==> config.mk <==
export PLATFORM = sky130hd
export DESIGN_NAME = button_event_arbiter
export DESIGN_NICKNAME = d
export VERILOG_FILES = /design/src/rtl/btn_filter.sv /design/src/rtl/button_event_arbiter.sv
export SDC_FILE = /design/constraint.sdc
export NUM_CORES = 1
export LEC_CHECK = 0
export ABC_CLOCK_PERIOD_IN_PS = 6500
export CAP_MARGIN = 20
export CORE_UTILIZATION = 35
export DETAILED_ROUTE_END_ITERATION = 6
export SLEW_MARGIN = 10
export SYNTH_ARGS = -nofsm -noshare
export SYNTH_HDL_FRONTEND = slang
export SYNTH_SLANG_ARGS = --single-unit
export TNS_END_PERCENT = 50
==> constraint.sdc <==
create_clock -name CLK_190 -period 6.5 [get_ports CLK_190]
set_input_delay 0.65 -clock CLK_190 [delete_from_list [all_inputs] [get_ports CLK_190]]
set_output_delay 0.65 -clock CLK_190 [all_outputs]
set_load 0.02 [all_outputs]
==> src/rtl/btn_filter.sv <==
// rtl/btn_filter.sv - synchronizer and stability-count debouncer for one button
module btn_filter #(
  parameter int STABLE_CNT = 3
) (
  input  logic clk_i,
  input  logic rst_i,
  input  logic btn_i,
  output logic state_o,
  output logic rise_o
);

  logic       sync1_q;
  logic       sync2_q;
  logic       state_q;
  logic       state_d;
  logic [3:0] cnt_q;
  logic [3:0] cnt_d;
  logic       flip;

  // Counter only runs while the synchronized level disagrees with the debounced one.
  always_comb begin
    cnt_d   = 4'd0;
    state_d = state_q;
    flip    = 1'b0;
    if (sync2_q != state_q) begin
      if (cnt_q + 4'd1 == 4'(STABLE_CNT)) begin
        flip    = 1'b1;
        state_d = sync2_q;
      end else begin
        cnt_d = cnt_q + 4'd1;
      end
    end
  end

  always_ff @(posedge clk_i or posedge rst_i) begin
    if (rst_i) begin
      sync1_q <= 1'b0;
      sync2_q <= 1'b0;
      state_q <= 1'b0;
      cnt_q   <= 4'd0;
    end else begin
      sync1_q <= btn_i;
      sync2_q <= sync1_q;
      state_q <= state_d;
      cnt_q   <= cnt_d;
    end
  end

  assign state_o = state_q;
  assign rise_o  = flip & sync2_q;

endmodule

==> src/rtl/button_event_arbiter.sv <==
// rtl/button_event_arbiter.sv - debounced button presses serialized into an event FIFO
module button_event_arbiter #(
  parameter int N_BTN      = 4,
  parameter int STABLE_CNT = 3,
  parameter int FIFO_DEPTH = 4,
  localparam int CODE_W    = (N_BTN > 2) ? $clog2(N_BTN) : 1
) (
  input  logic              CLK_190,
  input  logic              RESET,
  input  logic [N_BTN-1:0]  BTN,
  input  logic              EV_READY,
  output logic              EV_VALID,
  output logic [CODE_W-1:0] EV_CODE,
  output logic [N_BTN-1:0]  BTN_STATE,
  output logic              EV_OVERFLOW
);

  localparam int AW    = $clog2(FIFO_DEPTH);
  localparam int PTR_W = AW + 1;

  logic [N_BTN-1:0]  rise;
  logic [N_BTN-1:0]  pending_q, pending_d;
  logic [CODE_W-1:0] last_grant_q, last_grant_d;
  logic [CODE_W-1:0] grant_idx;
  logic              grant_vld;
  logic              overflow_q, overflow_d;
  logic [PTR_W-1:0]  wr_ptr_q, rd_ptr_q;
  logic [CODE_W-1:0] mem_q [FIFO_DEPTH];
  logic              full, empty, push, pop;

  for (genvar g = 0; g < N_BTN; g++) begin : g_btn
    btn_filter #(.STABLE_CNT(STABLE_CNT)) u_filt (
      .clk_i   (CLK_190),
      .rst_i   (RESET),
      .btn_i   (BTN[g]),
      .state_o (BTN_STATE[g]),
      .rise_o  (rise[g])
    );
  end

  // Round-robin search starts one past the last granted button and wraps.
  always_comb begin
    int idx;
    grant_vld = 1'b0;
    grant_idx = '0;
    idx       = 0;
    for (int off = 1; off <= N_BTN; off++) begin
      idx = int'(last_grant_q) + off;
      if (idx >= N_BTN) idx = idx - N_BTN;
      if (!grant_vld && |(pending_q & (N_BTN'(1) << idx))) begin
        grant_vld = 1'b1;
        grant_idx = CODE_W'(idx);
      end
    end
  end

  assign empty = (wr_ptr_q == rd_ptr_q);
  assign full  = (wr_ptr_q[AW] != rd_ptr_q[AW]) && (wr_ptr_q[AW-1:0] == rd_ptr_q[AW-1:0]);
  assign pop   = ~empty & EV_READY;
  assign push  = grant_vld & (~full | pop);

  always_comb begin
    pending_d = pending_q;
    if (push) pending_d = pending_d & ~(N_BTN'(1) << grant_idx);
    // A press on an already-pending button is dropped rather than re-armed.
    pending_d    = pending_d | (rise & ~pending_q);
    overflow_d   = overflow_q | (|(rise & pending_q));
    last_grant_d = push ? grant_idx : last_grant_q;
  end

  always_ff @(posedge CLK_190 or posedge RESET) begin
    if (RESET) begin
      pending_q    <= '0;
      last_grant_q <= CODE_W'(N_BTN - 1);
      overflow_q   <= 1'b0;
      wr_ptr_q     <= '0;
      rd_ptr_q     <= '0;
      for (int i = 0; i < FIFO_DEPTH; i++) mem_q[i] <= '0;
    end else begin
      pending_q    <= pending_d;
      last_grant_q <= last_grant_d;
      overflow_q   <= overflow_d;
      if (push) begin
        mem_q[wr_ptr_q[AW-1:0]] <= grant_idx;
        wr_ptr_q                <= wr_ptr_q + PTR_W'(1);
      end
      if (pop) rd_ptr_q <= rd_ptr_q + PTR_W'(1);
    end
  end

  assign EV_VALID    = ~empty;
  assign EV_CODE     = mem_q[rd_ptr_q[AW-1:0]];
  assign EV_OVERFLOW = overflow_q;

endmodule
==> flow_metrics.py <==
metrics = {
    "drt": {
        "ant_nets": 0,
        "wl_met2_um": 2020,
        "drtPass1Iterations": 4,
        "dr.max_layer_used": "met4",
        "vias_per_cell": 4.89,
        "routed_wl_um": 4260,
        "wl_met3_um": 123,
        "wire_per_inst_um": 12.7,
        "drtIter0Drc": 96,
        "num_vias": 1638,
        "drc": 0,
        "wl_met1_um": 2090,
    },
    "critical_path": {
        "critPathRequiredTime_ps": 6680,
        "end_kind": "register",
        "rr_worst_depth": 7,
        "reg2reg_to": "mem_q[0]",
        "worstReg2RegStart": "last_grant_q[1]",
        "cp_data_arrival_time_ps": 2840,
        "critPathKind": "register to register",
        "crit_path_start_kind": "register",
        "r2r_slack_ps": 3840,
        "crit_fanout": 15,
    },
    "global_route": {
        "grt_max_degree": 50,
        "grt-ovfl-total": 0,
        "track_usage_pct": 12.1,
        "grt_pass1_wl_um": 7240,
        "grt_pass1_vias": 1585,
        "antenna_found_initial": 0,
    },
    "pwr": {
        "ir_drop_uv": 283,
        "cellPowerDensity_nw_per_um2": 533,
        "p_leak_nw": 1.25,
        "p_total_mw": 1.53,
    },
    "yosys": {
        "synthDistinctLibCells": 43,
        "syn-num-nets": 247,
        "ys_ff_latch": 49,
        "synth_warnings": 0,
        "syn-mean-instance-area_um2": 11.5,
        "synth.top_cell.area_share_pct": 45.8,
        "yosys.area.top_type": "dfrtp_1",
        "synth_area_leaders": "dfrtp_1, ha_1, mux2_2",
        "synth_cells": 223,
        "synthesis.area_um2": 2570,
        "ys_seq_area_share_pct": 47.9,
    },
    "clocking": {
        "clk_latency_ps": 290,
        "clock_path_buffers": 2,
        "cts_buffers": 5,
        "ctsResizeCount": 0,
        "cts_setup_buffers": 0,
        "cts_hold_buf": 0,
        "cts_tree": "yes",
        "htree_levels": 2,
        "cts-root-buf": "clkbuf_8",
        "clkSlewWorstSetupHoldPaths_ps": 80,
        "clock-sinks": 49,
    },
    "cells_and_area": {
        "nNetsFinal": 262,
        "multi_input_area_um2": 1230,
        "final_cell_mix": "dfrtp_1, nor2_1, nand2_1, ha_1, clkdlybuf4s50_1",
        "drive_gt1_share_pct": 14.2,
        "n_antenna_cell": 0,
        "final_common_cell": "dfrtp_1",
        "syn_to_final_growth_pct": 11.7,
        "regArea_um2": 1230,
        "fillers": 665,
    },
    "placed_design": {
        "dp_hpwl_um": 3050,
        "gp_congestion": 0.852,
        "port_buffers": 14,
    },
    "run_status": {
        "status": "complete, no violations",
    },
    "min_path": {
        "worstHoldStart": "g_btn[3].u_filt.sync1_q",
        "hold_depth": 0,
        "holdPathEnd": "g_btn[3].u_filt.sync2_q",
        "min_path_type": "register to register",
    },
    "sta": {
        "finalSetupViolCount": 0,
        "finalClockSkew_ps": 2.53,
        "hold_viol": 0,
        "slew_headroom_pct": 55.6,
        "fin_setup_tns_ps": 0,
        "fmaxAchievable_mhz": 376,
        "drv_slew": 0,
        "period_needed_ps": 2660,
        "tightest_slew_ps": 666,
        "post-route-period-util_pct": 41.0,
        "rsz0062_at_grt": "false",
    },
    "floorplanning": {
        "core_area_um2": 6940,
        "die-area_um2": 7680,
        "fp.dieW_um": 87.7,
        "die_h_um": 87.7,
        "initial_core_util_pct": 37.0,
        "ios": 15,
        "std_cell_rows": 30,
    },
    "flow_run": {
        "max_cap_violations": 0,
    },
}
metrics by stage:
stage	instance area, um^2	setup WS (ps)	std cells	hold WS (ps)	utilization [%]
3_3_place_gp	2770	3920	326	335	39.9
4_1_cts	2850	3810	334	357	41.0
6_report	2870	3840	335	354	41.3
2_1_floorplan	2570	4290	223	331	-
3_5_place_dp	2770	3830	326	337	39.9
5_1_grt	2870	3660	335	376	41.3
worst max-delay path by stage:
stage | startpoint | to | slack [ps] | depth (start not counted)
4_1_cts | last_grant_q[1] | mem_q[0] | 3810 | 7
3_5_place_dp | last_grant_q[1] | mem_q[0] | 3830 | 7
2_1_floorplan | last_grant_q[0] | pending_q[2] | 4290 | 7
6_report | last_grant_q[1] | mem_q[0] | 3840 | 7
3_3_place_gp | last_grant_q[0] | mem_q[0] | 3920 | 7
5_1_grt | last_grant_q[1] | mem_q[0] | 3660 | 7
routing by layer:
| metal | track usage, % | vias up |
|---|---|---|
| li1 | - | 814 |
| met5 | 0 | - |
| met1 | 15.7 | 797 |
| met2 | 20.5 | 23 |
| met4 | 3.13 | 0 |
| met3 | 2.83 | 4 |
sequential cells by signal, indices dropped and copies added (netlist names):
register,cells
g_btn.u_filt.cnt_q,16
EV_OVERFLOW,1
last_grant_q,2
g_btn.u_filt.state_o,4
wr_ptr_q,3
rd_ptr_q,3
g_btn.u_filt.sync2_q,4
mem_q,8
g_btn.u_filt.sync1_q,4
pending_q,4
area by class of cell:
class	instances	area share [%]
inverters	12	1.57
clock buffers	8	2.79
multi-input cells	155	43.0
flip-flops and latches	49	42.8
repair buffers	15	5.58
well taps	96	4.19
power by group:
group          internal (mW)  switching, mW
Sequential             0.424          0.129
Combinational          0.383          0.424
Clock                 0.0766         0.0927
Total                  0.884          0.646
synthesized netlist by cell type (all sizes together):
| cell | instances |
|---|---|
| a2111o | 1 |
| a21boi | 5 |
| a21oi | 4 |
| a221o | 1 |
| a221oi | 2 |
| a22o | 4 |
| a22oi | 2 |
| a2bb2oi | 1 |
| a32o | 1 |
| a32oi | 1 |
| a41oi | 2 |
| and2 | 2 |
| and3b | 5 |
| buf | 7 |
| dfrtp | 47 |
| dfstp | 2 |
| ha | 17 |
| inv | 12 |
| mux2 | 13 |
| mux4 | 2 |
| nand2 | 17 |
| nand2b | 2 |
| nand3 | 6 |
| nand3b | 2 |
| nor2 | 18 |
| nor3 | 11 |
| nor3b | 2 |
| nor4 | 1 |
| o21a | 2 |
| o21ai | 6 |
| o22ai | 1 |
| o2bb2ai | 1 |
| o31ai | 1 |
| o32a | 3 |
| xnor2 | 13 |
| xor2 | 6 |
worst max-delay path, cell delays in order (launching register included):
cell and delay, ps:
dfstp_2 570, inv_1 80, ha_1 250, a22o_1 280
a221oi_4 320, a41oi_2 420, nand2_1 280, mux2_2 360
cells by family (layout without fill, tap and decap cells):
logic type,count (synthesis),in the layout,synth area share [%]
and+or+nand+nor,66,66,12.7
DFF,49,49,47.9
AOI/OAI and AO/OA,38,38,13.2
xor gates and xnor gates,19,19,6.48
buffers and inverters,19,35,4.09
adders and majority gates,17,17,8.28
muxes,15,15,7.46
Power figures use the tool's default switching activity.
